<file path="config.mk">
export PLATFORM = sky130hd
export DESIGN_NAME = pong_led_track
export DESIGN_NICKNAME = d
export VERILOG_FILES = /design/src/rtl/pong_pkg.sv /design/src/rtl/pong_led_track_step_gen.sv /design/src/rtl/pong_led_track.sv
export SDC_FILE = /design/constraint.sdc
export NUM_CORES = 1
export LEC_CHECK = 0
export BUFFER_PORTS_ARGS = -buffer_cell sky130_fd_sc_hd__clkbuf_2
export CORE_MARGIN = 1
export CORE_UTILIZATION = 57
export DETAILED_ROUTE_END_ITERATION = 10
export HOLD_SLACK_MARGIN = 0.05
export PLACE_DENSITY_LB_ADDON = 0.15
export SLEW_MARGIN = 25
export SYNTH_ARGS = -nofsm -noshare
export SYNTH_HDL_FRONTEND = slang
export SYNTH_SLANG_ARGS = --single-unit
</file>
<file path="constraint.sdc">
create_clock -name clk -period 2.39 [get_ports clk]
set_input_delay 0.1195 -clock clk [delete_from_list [all_inputs] [get_ports clk]]
set_output_delay 0.1195 -clock clk [all_outputs]
set_load 0.03 [all_outputs]
</file>
<file path="src/rtl/pong_pkg.sv">
// Shared types and LED pattern helper for the ball-track driver.
package pong_pkg;

  typedef enum logic [2:0] {IDLE, SERVE, MOVE_A, MOVE_B, LOST} state_e;
  typedef enum logic {PLAYER_A, PLAYER_B} player_e;

  localparam int unsigned MAX_LEDS = 64;

  // Idle shows both ends lit; lost shows all-off for A, all-on for B.
  function automatic logic [MAX_LEDS-1:0] led_pattern(input state_e st, input player_e loser,
                                                      input int unsigned n);
    logic [MAX_LEDS-1:0] p;
    p = '0;
    for (int unsigned i = 0; i < MAX_LEDS; i++) begin
      if (i < n) begin
        if (st == LOST) p[i] = (loser == PLAYER_B);
        else            p[i] = (i == 0) || (i == n - 1);
      end
    end
    return p;
  endfunction

endpackage

</file>
<file path="src/rtl/pong_led_track_step_gen.sv">
// Turns the game tick into ball-step pulses; with SPEEDUP_EN the step period shrinks per return.
module pong_step_gen #(
  parameter int unsigned INIT_PERIOD = 4
) (
  input  logic clk,
  input  logic rst_n,
  input  logic i_tick,
  input  logic i_load,
  input  logic i_ret,
  output logic o_step
);

`ifdef SPEEDUP_EN
  localparam int unsigned CW = $clog2(INIT_PERIOD + 1);

  logic [CW-1:0] r_period;
  logic [CW-1:0] r_count;
  logic          w_fire;

  assign w_fire = i_tick && (r_count == r_period - 1'b1);
  assign o_step = w_fire;

  always_ff @(posedge clk or negedge rst_n) begin
    if (!rst_n) begin
      r_period <= CW'(INIT_PERIOD);
      r_count  <= '0;
    end else if (i_load) begin
      r_period <= CW'(INIT_PERIOD);
      r_count  <= '0;
    end else begin
      if (i_tick) r_count <= w_fire ? '0 : r_count + 1'b1;
      if (i_ret && (r_period > CW'(1))) r_period <= r_period - 1'b1;
    end
  end
`else
  logic [31:0] w_unused_period;
  logic        w_unused;

  assign w_unused_period = INIT_PERIOD;
  assign w_unused        = ^{clk, rst_n, i_load, i_ret, w_unused_period};
  assign o_step          = i_tick;
`endif

endmodule

</file>
<file path="src/rtl/pong_led_track.sv">
// Table-tennis ball track: rally FSM, position, paddle latches and LED decode.
// Optional SPEEDUP_EN macro enables per-return speedup inside pong_step_gen.
module pong_led_track
  import pong_pkg::*;
#(
  parameter int unsigned N_LEDS      = 6,
  parameter int unsigned LOST_TICKS  = 4,
  parameter int unsigned INIT_PERIOD = 4
) (
  input  logic                      clk,
  input  logic                      rst_n,
  input  logic                      tick,
  input  logic                      on,
  input  logic                      hit_a,
  input  logic                      hit_b,
  output logic [N_LEDS-1:0]         led,
  output logic [$clog2(N_LEDS)-1:0] pos,
  output logic                      lost_a,
  output logic                      lost_b
);

  localparam int unsigned PW = $clog2(N_LEDS);
  localparam int unsigned LW = $clog2(LOST_TICKS + 1);
  localparam logic [PW-1:0] LAST = PW'(N_LEDS - 1);
  localparam logic [MAX_LEDS-1:0] IDLE_PAT = led_pattern(IDLE, PLAYER_A, N_LEDS);

  state_e        r_state, w_state_d;
  player_e       r_loser, w_loser_d;
  logic [PW-1:0] r_pos, w_pos_d;
  logic [LW-1:0] r_lcnt, w_lcnt_d;
  logic          r_latch_a, r_latch_b, w_latch_a_d, w_latch_b_d;
  logic          w_hit_a, w_hit_b, w_step, w_load, w_ret;

  logic [N_LEDS-1:0]   r_led, w_led_d;
  logic [MAX_LEDS-1:0] w_pattern;
  logic                r_lost_a, r_lost_b, w_lost_a_d, w_lost_b_d;

  pong_step_gen #(
    .INIT_PERIOD(INIT_PERIOD)
  ) u_step_gen (
    .clk   (clk),
    .rst_n (rst_n),
    .i_tick(tick),
    .i_load(w_load),
    .i_ret (w_ret),
    .o_step(w_step)
  );

  // A press on the judging tick itself counts.
  assign w_hit_a = r_latch_a | hit_a;
  assign w_hit_b = r_latch_b | hit_b;

  always_ff @(posedge clk or negedge rst_n) begin
    if (!rst_n) begin
      r_state   <= IDLE;
      r_loser   <= PLAYER_A;
      r_pos     <= '0;
      r_lcnt    <= '0;
      r_latch_a <= 1'b0;
      r_latch_b <= 1'b0;
    end else begin
      r_state   <= w_state_d;
      r_loser   <= w_loser_d;
      r_pos     <= w_pos_d;
      r_lcnt    <= w_lcnt_d;
      r_latch_a <= w_latch_a_d;
      r_latch_b <= w_latch_b_d;
    end
  end

  always_comb begin
    w_state_d   = r_state;
    w_loser_d   = r_loser;
    w_pos_d     = r_pos;
    w_lcnt_d    = r_lcnt;
    w_latch_a_d = w_step ? 1'b0 : w_hit_a;
    w_latch_b_d = w_step ? 1'b0 : w_hit_b;
    w_load      = 1'b0;
    w_ret       = 1'b0;
    if (!on) begin
      w_state_d   = IDLE;
      w_pos_d     = '0;
      w_lcnt_d    = '0;
      w_latch_a_d = 1'b0;
      w_latch_b_d = 1'b0;
    end else begin
      unique case (r_state)
        IDLE: begin
          w_state_d = SERVE;
          w_pos_d   = (r_loser == PLAYER_A) ? '0 : LAST;
          w_load    = 1'b1;
        end
        SERVE: begin
          if (w_step && (r_loser == PLAYER_A) && w_hit_a) begin
            w_state_d = MOVE_B;
            w_pos_d   = r_pos + 1'b1;
          end else if (w_step && (r_loser == PLAYER_B) && w_hit_b) begin
            w_state_d = MOVE_A;
            w_pos_d   = r_pos - 1'b1;
          end
        end
        MOVE_B: begin
          if (w_step) begin
            if (r_pos != LAST) begin
              w_pos_d = r_pos + 1'b1;
            end else if (w_hit_b) begin
              w_state_d = MOVE_A;
              w_pos_d   = r_pos - 1'b1;
              w_ret     = 1'b1;
            end else begin
              w_state_d = LOST;
              w_loser_d = PLAYER_B;
              w_lcnt_d  = '0;
            end
          end
        end
        MOVE_A: begin
          if (w_step) begin
            if (r_pos != '0) begin
              w_pos_d = r_pos - 1'b1;
            end else if (w_hit_a) begin
              w_state_d = MOVE_B;
              w_pos_d   = r_pos + 1'b1;
              w_ret     = 1'b1;
            end else begin
              w_state_d = LOST;
              w_loser_d = PLAYER_A;
              w_lcnt_d  = '0;
            end
          end
        end
        LOST: begin
          if (tick) begin
            if (r_lcnt == LW'(LOST_TICKS - 1)) begin
              w_state_d = SERVE;
              w_pos_d   = (r_loser == PLAYER_A) ? '0 : LAST;
              w_lcnt_d  = '0;
              w_load    = 1'b1;
            end else begin
              w_lcnt_d = r_lcnt + 1'b1;
            end
          end
        end
        default: w_state_d = IDLE;
      endcase
    end
  end

  // Outputs are decoded from next-state values so they register alongside the state.
  always_comb begin
    w_pattern  = led_pattern(w_state_d, w_loser_d, N_LEDS);
    w_led_d    = '0;
    if ((w_state_d == IDLE) || (w_state_d == LOST)) w_led_d = w_pattern[N_LEDS-1:0];
    else                                            w_led_d[w_pos_d] = 1'b1;
    w_lost_a_d = (w_state_d == LOST) && (w_loser_d == PLAYER_A);
    w_lost_b_d = (w_state_d == LOST) && (w_loser_d == PLAYER_B);
  end

  always_ff @(posedge clk or negedge rst_n) begin
    if (!rst_n) begin
      r_led    <= IDLE_PAT[N_LEDS-1:0];
      r_lost_a <= 1'b0;
      r_lost_b <= 1'b0;
    end else begin
      r_led    <= w_led_d;
      r_lost_a <= w_lost_a_d;
      r_lost_b <= w_lost_b_d;
    end
  end

  assign led    = r_led;
  assign pos    = r_pos;
  assign lost_a = r_lost_a;
  assign lost_b = r_lost_b;

endmodule
</file>
==> results of run 1 <==
==> cell type report <==
| cell class | instances | area share [%] |
|---|---|---|
| Sequential cell | 20 | 30.5 |
| Multi-Input combinational cell | 126 | 52.3 |
| Timing Repair Buffer | 26 | 9.55 |
| Inverter | 10 | 2.27 |
| Clock inverter | 1 | 1.82 |
| Clock buffer | 3 | 1.36 |
| Tap cell | 28 | 2.12 |
==> flip-flops by register name, indices dropped and copies added, names as in the netlist <==
name,flops
r_latch_b,1
lost_a,1
r_lcnt,3
lost_b,1
pos,3
r_latch_a,1
led,6
r_loser,1
r_state,3
==> worst min path at each step <==
stage / to / slack [ps] / cells after the start
final: r_latch_b / 160 / 3
after global routing: r_latch_b / 180 / 3
after CTS: r_latch_b / 160 / 3
after detailed placement: led[1] / 110 / 1
after global placement: led[1] / 90 / 1
after floorplan: led[1] / -180 / 0
==> routing by layer <==
layer  vias up  wire length (µm)
met2        59              1870
met5         -                 0
li1        638                 -
met4         0                63
met3         8               198
met1       652              1610
==> cell families (layout without fill, tap and decap cells) <==
group	Yosys count	count (layout)	synth area share, %
buffers and inverters	16	40	5.00
AND/OR/NAND/NOR	66	66	26.1
adder cells (fa/ha/maj)	5	5	4.46
multiplexers	5	5	3.66
flip-flops	20	20	35.9
AO/OA/AOI/OAI	49	49	24.3
XOR/XNOR	1	1	0.625
==> repair_timing <==
item	4_1_cts	5_1_grt
pin swaps	0	4
setup buffers	0	2
hold buffers	1	0
hold endpoints to repair	18	0
gates resized for setup	1	7
setup endpoints to repair	4	6
==> layout by cell type (no fill, tap or decap), types with 2 or more instances in the layout <==
master,n
nor2b_1,4
a2bb2oi_1,2
nor3_1,4
a21o_1,2
o21bai_1,2
o21ai_0,8
dfstp_2,2
clkbuf_2,16
o21a_1,3
a31oi_1,3
o31ai_1,4
inv_2,2
inv_1,8
clkbuf_4,3
mux2i_1,4
and3_1,2
nand4_1,3
ha_1,5
nand3b_1,2
a21oi_1,7
dfrtp_1,17
nor2_1,12
and2_1,2
nand2b_1,4
nor3b_1,2
a41oi_1,2
nand2_1,18
nor2b_2,2
o31ai_2,2
buf_4,9
nand3_1,3
==> through the flow <==
stage	hold slack (ps)	setup slack (ps)	setup TNS, ps
after floorplan	-176	28.2	0
after global placement	94.4	46.0	0
after detailed placement	109	-41.2	-62.4
after CTS	160	18.5	0
after global routing	182	-133	-288
final	162	-41.0	-41.0
==> power by group through the flow <==
stage | logic (mW) | registers (mW) | clock network [mW]
CTS | 0.158 | 0.366 | 0.289
floorplan | 0.0967 | 0.383 | 0
global placement | 0.154 | 0.372 | 0
detailed placement | 0.156 | 0.372 | 0
finish | 0.173 | 0.367 | 0.285
global route | 0.187 | 0.369 | 0.300
==> critical path, cell delays in order (launching register included) <==
cell	delay, ps
dfrtp_2	430
inv_1	110
ha_1	260
nor2b_2	190
nor2b_2	180
a221o_1	360
a22oi_2	210
nand4_1	260
o31ai_1	350
==> impl_metrics.tcl, run 1 <==
set metrics [dict create \
    p_comb_share_pct 21.0 \
    final.period_utilization_pct 102 \
    dr.pass1.iters 8 \
    holdCritPathClass "input port to flip-flop" \
    yosys-top-cells-area "dfrtp_1, nand2_1, ha_1" \
    intPower_mw 0.587 \
    ios 17 \
    track_usage_pct 30.5 \
    drc 0 \
    finalHoldViolCount 0 \
    clock_latency_ps 320 \
    fin_total_pwr_mw 0.824 \
    synth_flop_cell "dfrtp_1" \
    fp-row-count 17 \
    criticalPathCategory "flip-flop to flip-flop" \
    synth_edf_count 0 \
    fin_skew_ps 7.64 \
    reg2reg_depth 8 \
    synth_area_um2 1400 \
    synth.avg_cell_area_um2 8.66 \
    clkPwrFrac_pct 34.5 \
    grt_pass1_wl_um 5870 \
    setup_viol 1 \
    top_usage_layer "met2" \
    antenna_left 0 \
    endpoint_kind "flip-flop" \
    netSwitchingPower_mw 0.237 \
    area_delta_synth_final_pct 17.8 \
    grt_start_max_net_pins 21 \
    start_util_pct 61.6 \
    cts_sinks 20 \
    htreeDepth 1 \
    gp_congestion 0.973 \
    netlist_instances 162 \
    switching_share_pct 28.8 \
    yosysSeqAreaShare_pct 35.9 \
    syn-num-nets 173 \
    core_area_um2 2280 \
    power.leakage_nw 0.793 \
    min_period_ps 2430 \
    fill_cells 156 \
    r2r_slack_ps -40 \
    drt_iter0_drc 83 \
    drv_cap 0 \
    slew_violations 0 \
    gr-usage-met3_pct 2.92 \
    cp-startpoint "pos[0]" \
    p_seq_share_pct 44.5 \
    final_cells 214 \
    tightest_slew_ps 492 \
    r2r_start "pos[0]" \
    cts_buffer_depth 2 \
    seqCellArea_um2 504 \
    layout.nets 198 \
    violations "setup timing" \
    ys_ff_latch 20 \
    setup.worst_path.end "led[5]" \
    tritoncts "yes" \
    design.die.area_um2 2660 \
    overflow 0 \
    crit_required_ps 2610 \
    async_flop_share_pct 100 \
    dieWidth_um 51.6 \
    first_global_vias 1298 \
    synth_warnings 0 \
    grt_util_met2_pct 50.4 \
    use_met1_pct 40.4 \
    cts_buffers 3 \
    worst_slack_ps -41.0 \
    wl_um 3740 \
    dpl.cell_count 207 \
    fmax_mhz 411 \
    synth_top_cell_by_area "dfrtp_1" \
    diodes 0 \
    clk_pin_slew_ps 120 \
    wl_per_cell_um 17.5 \
    cp_data_arrival_time_ps 2650 \
    hpwl_um 2700 \
    antenna_found_initial 0 \
    relSlewSlack_pct 67.2 \
    yosysTopAreaCellShare_pct 32.1 \
    multi_input_area_um2 865 \
    power.density_nw_per_um2 499 \
    drive_above_1_share_pct 25.3 \
    synthTopCellsByCount "dfrtp_1, nand2_1, nor2_1" \
    critPathMaxFanout 5 \
    placed_cell_area_um2 1540 \
    crit_path_start_kind "flip-flop" \
    status "finished, violations left" \
    io_buffers 16 \
    via_per_inst 6.34 \
    min_from "hit_b" \
    ir_drop_v 0.000569 \
    r2r-end "led[5]" \
    final_core_util_pct 72.6 \
    die_h_um 51.6 \
    root_buffer "clkbuf_4" \
    fin_area_um2 1650 \
    ys_types 50 \
    via_count 1357 \
]
Note: power is estimated with default switching activity, not from simulation.
==> run 2: changes to the inputs <==
--- a/config.mk
+++ b/config.mk
@@ -6,8 +6,11 @@
 export NUM_CORES = 1
 export LEC_CHECK = 0
 export BUFFER_PORTS_ARGS = -buffer_cell sky130_fd_sc_hd__clkbuf_2
+export CAP_MARGIN = 40
+export CELL_PAD_IN_SITES_DETAIL_PLACEMENT = 0
+export CELL_PAD_IN_SITES_GLOBAL_PLACEMENT = 1
 export CORE_MARGIN = 1
-export CORE_UTILIZATION = 57
+export CORE_UTILIZATION = 43
 export DETAILED_ROUTE_END_ITERATION = 10
 export HOLD_SLACK_MARGIN = 0.05
 export PLACE_DENSITY_LB_ADDON = 0.15
==> impl_metrics.tcl, run 2 (synthesis gave the netlist of run 1 again) <==
set metrics [dict create \
    htreeDepth 1 \
    wl_per_cell_um 17.3 \
    fin_skew_ps 3.06 \
    ios 17 \
    place_ws_ps -60.3 \
    dr.pass1.iters 4 \
    final.period_utilization_pct 94.0 \
    dieWidth_um 59.1 \
    placed_cell_area_um2 1560 \
    fp-row-count 20 \
    drv_cap 0 \
    fin_total_pwr_mw 0.747 \
    antenna_found_initial 0 \
    cp_data_arrival_time_ps 2460 \
    holdCritPathClass "input port to flip-flop" \
    seqCellArea_um2 504 \
    io_buffers 16 \
    first_global_vias 1310 \
    largest_reg_flops 6 \
    tritoncts "yes" \
    clock_latency_ps 300 \
    tightest_slew_ps 498 \
    worst_slack_ps 143 \
    wl_um 3950 \
    criticalPathCategory "flip-flop to flip-flop" \
    cts_sinks 20 \
    grt_pass1_wl_um 6330 \
    crit_path_start_kind "flip-flop" \
    cts_buffers 3 \
    power.density_nw_per_um2 451 \
    track_usage_pct 25.0 \
    min_period_ps 2250 \
    cts_buffer_depth 2 \
    finalHoldViolCount 0 \
    final_cell_mix "nand2_1, dfrtp_1, clkbuf_2" \
    overflow 0 \
    core_area_um2 3080 \
    fill_cells 312 \
    slew_violations 0 \
    fmax_mhz 445 \
    hpwl_um 2970 \
    gp_congestion 0.923 \
    crit_required_ps 2610 \
    finalSetupTns_ps 0 \
    drt_iter0_drc 107 \
    grt_start_max_net_pins 21 \
    clk_pin_slew_ps 110 \
    area_delta_synth_final_pct 17.9 \
    status "finished, final reports clean" \
    endpoint_kind "flip-flop" \
    drive_above_1_share_pct 24.3 \
    power.leakage_nw 0.780 \
    layout.nets 197 \
    start_util_pct 45.6 \
    final_common_cell "nand2_1" \
    via_count 1339 \
    antenna_left 0 \
    die_h_um 59.1 \
    rsz0062_at_grt "false" \
    via_per_inst 5.85 \
    design.die.area_um2 3490 \
    root_buffer "clkbuf_4" \
    setup_viol 0 \
    drc 0 \
    diodes 0 \
    ir_drop_v 0.000227 \
    fin_area_um2 1650 \
    relSlewSlack_pct 66.8 \
    critPathMaxFanout 7 \
    multi_input_area_um2 871 \
]
==> run 2: cell count changes in the layout (fill, tap and decap cells not counted) <==
cell,previous run,this run
nor4bb_4,0,1
buf_4,9,8
nor4bb_2,1,0
clkbuf_8,0,1
bufinv_16,1,0
nor2b_1,4,5
nor2b_2,2,1
==> run 2: worst max-delay path, cell delays in order, from the launching register on <==
cell     delay (ps)
dfrtp_2         440
inv_1            80
ha_1            240
nor2b_1         160
nor2b_2         190
a221o_1         360
a22oi_2         200
nand4_1         110
buf_4           170
o31ai_2         210
==> run 2: repair_timing <==
item / CTS / global route
endpoints found under the hold margin: 18 / 0
setup endpoints to repair: 2 / 6
pin swaps: 1 / 1
setup buffers: 0 / 1
hold buffers: 1 / 0
gates resized for setup: 2 / 6
==> run 2: where the power goes <==
group / switching, mW / leakage [nW] / internal [mW] / total (mW)
registers: 0.0156 / 0.267 / 0.353 / 0.369
logic: 0.108 / 0.492 / 0.0684 / 0.176
clock network: 0.108 / 0.0210 / 0.0929 / 0.201
total: 0.232 / 0.780 / 0.514 / 0.747
==> run 2: routing by layer <==
| layer | GRT usage (%) | share of wire, % |
|---|---|---|
| met4 | 5.10 | 0.78 |
| met2 | 45.0 | 54 |
| met3 | 2.62 | 5.1 |
| met5 | 0 | 0 |
| met1 | 32.4 | 40 |
==> run 2: stage by stage <==
| stage | hold slack, ps | cells | util, % |
|---|---|---|---|
| final | 210 | 229 | 53.7 |
| after global routing | 209 | 229 | 53.7 |
| after CTS | 168 | 228 | 52.3 |
| after global placement | 102 | 223 | 50.6 |
| after floorplan | -176 | 162 | - |
| after detailed placement | 114 | 223 | 50.6 |
==> run 2: area by class of cell <==
class	instances	area share, %
Clock buffer	4	2.19
Multi-Input combinational cell	126	52.6
Inverter	10	2.27
Tap cell	44	3.33
Sequential cell	20	30.5
Timing Repair Buffer	25	9.08
==> run 2: final timing paths <==
path                            from   endpoint  slack [ps]  cells after the start
max reg2reg                   pos[0]     led[0]         140                      9
max in group asynchronous      rst_n     pos[0]        1730                      2
max                           pos[0]     led[0]         140                      9
min reg2reg                r_lcnt[1]  r_lcnt[1]         570                      2
min                            hit_a  r_latch_a         210                      3
min in group asynchronous      rst_n  r_lcnt[0]         300                      2
==> run 3: changes to the inputs <==
--- a/config.mk
+++ b/config.mk
@@ -10,7 +10,7 @@
 export CELL_PAD_IN_SITES_DETAIL_PLACEMENT = 0
 export CELL_PAD_IN_SITES_GLOBAL_PLACEMENT = 1
 export CORE_MARGIN = 1
-export CORE_UTILIZATION = 43
+export CORE_UTILIZATION = 39
 export DETAILED_ROUTE_END_ITERATION = 10
 export HOLD_SLACK_MARGIN = 0.05
 export PLACE_DENSITY_LB_ADDON = 0.15
==> constraint.sdc (replaced) <==
create_clock -name clk -period 1.85 [get_ports clk]
set_input_delay 0.0925 -clock clk [delete_from_list [all_inputs] [get_ports clk]]
set_output_delay 0.0925 -clock clk [all_outputs]
set_load 0.03 [all_outputs]
==> impl_metrics.tcl, run 3 (synthesis gave the netlist of run 1 again) <==
set metrics [dict create \
    status "finished, violations left" \
    violations "setup timing" \
    clock_latency_ps 310 \
    worst_slack_ps -269 \
    grt_start_max_net_pins 21 \
    drv_cap 0 \
    antenna_left 0 \
    ios 17 \
    critPathMaxFanout 4 \
    power.density_nw_per_um2 537 \
    cts_buffers 3 \
    final_cell_mix "buf_4, nand2_1, clkbuf_2" \
    cts_buffer_depth 2 \
    min_period_ps 2120 \
    crit_required_ps 2080 \
    crit_path_start_kind "flip-flop" \
    dieWidth_um 62.0 \
    power.leakage_nw 1.06 \
    first_global_vias 1351 \
    die_h_um 62.0 \
    grt_pass1_wl_um 6550 \
    track_usage_pct 24.0 \
    antenna_found_initial 0 \
    r2r_slack_ps -270 \
    io_buffers 16 \
    rsz0062_at_grt "true" \
    holdCritPathClass "input port to flip-flop" \
    fin_total_pwr_mw 1.18 \
    endpoint_kind "flip-flop" \
    drive_above_1_share_pct 52.0 \
    start_util_pct 41.4 \
    diodes 0 \
    tritoncts "yes" \
    core_area_um2 3390 \
    ir_drop_v 0.000558 \
    fmax_mhz 472 \
    criticalPathCategory "flip-flop to flip-flop" \
    gp_congestion 0.904 \
    relSlewSlack_pct 66.6 \
    place_ws_ps -250 \
    area_delta_synth_final_pct 57.3 \
    final.period_utilization_pct 115 \
    slew_violations 0 \
    overflow 0 \
    wl_um 4470 \
    fin_skew_ps 2.08 \
    finalHoldViolCount 0 \
    root_buffer "clkbuf_4" \
    final_common_cell "buf_4" \
    drc 0 \
    setup_viol 12 \
    dr.pass1.iters 4 \
    cp_data_arrival_time_ps 2350 \
    wl_per_cell_um 16.4 \
    htreeDepth 1 \
    via_count 1538 \
    cts_sinks 20 \
    design.die.area_um2 3840 \
    layout.nets 239 \
    clk_pin_slew_ps 120 \
    via_per_inst 5.63 \
    drt_iter0_drc 90 \
    tightest_slew_ps 488 \
    fp-row-count 21 \
    largest_reg_flops 6 \
    hpwl_um 3300 \
    finalSetupTns_ps -2110 \
]
==> run 3: critical path: stages (launching register included) <==
cell and delay (ps):
dfrtp_2 430, inv_4 50, ha_4 160, buf_4 120
nor2b_4 130, nor2b_4 130, a221o_1 300, a22oi_2 210
nand4_1 120, buf_4 170, o31ai_2 220
==> run 3: where the power goes <==
part / internal, mW / switching (mW) / total [mW] / leakage [nW]
combinational: 0.165 / 0.183 / 0.348 / 0.771
clock: 0.219 / 0.146 / 0.365 / 0.0279
sequential: 0.456 / 0.0137 / 0.470 / 0.264
==> run 3: layout make-up <==
| class | instances | area, µm² |
|---|---|---|
| Sequential cell | 20 | 507 |
| Inverter | 10 | 42.5 |
| Clock inverter | 1 | 30.0 |
| Tap cell | 46 | 57.6 |
| Clock buffer | 3 | 22.5 |
| Fill cell | 285 | 1180 |
| Timing Repair Buffer | 67 | 477 |
| Multi-Input combinational cell | 126 | 1070 |
==> run 3: through the flow <==
stage	hold WS [ps]	std cells	util, %	cell area [µm²]
after floorplan	-203	162	-	1480
after global placement	68.9	254	54.9	1860
after detailed placement	75.3	254	54.9	1860
after CTS	164	262	58.5	1980
after global routing	193	273	65.1	2210
final	180	273	65.1	2210
==> run 3: what timing repair did <==
item                                    CTS  global route
gates resized for setup                   8            30
pin swaps                                 6            15
buffers inserted                          3            11
hold buffers                              1             0
endpoints found under the setup margin   13            16
hold endpoints to repair                 18             0
==> run 3: worst paths after layout <==
check | from | endpoint | cells past startpoint
worst max-delay path | pos[0] | led[4] | 10
worst min-delay path | tick | r_lcnt[1] | 3
worst max register to register | pos[0] | led[4] | 10
worst min register to register | r_lcnt[1] | r_lcnt[1] | 2
max in group asynchronous | rst_n | led[0] | 2
min in group asynchronous | rst_n | r_lcnt[1] | 2
==> run 3: metal layers <==
layer  wire length [µm]  GRT usage, %
met3                293          3.52
met1               1910          32.8
met2               2170          38.9
met4                 95          7.62
met5                  0             0
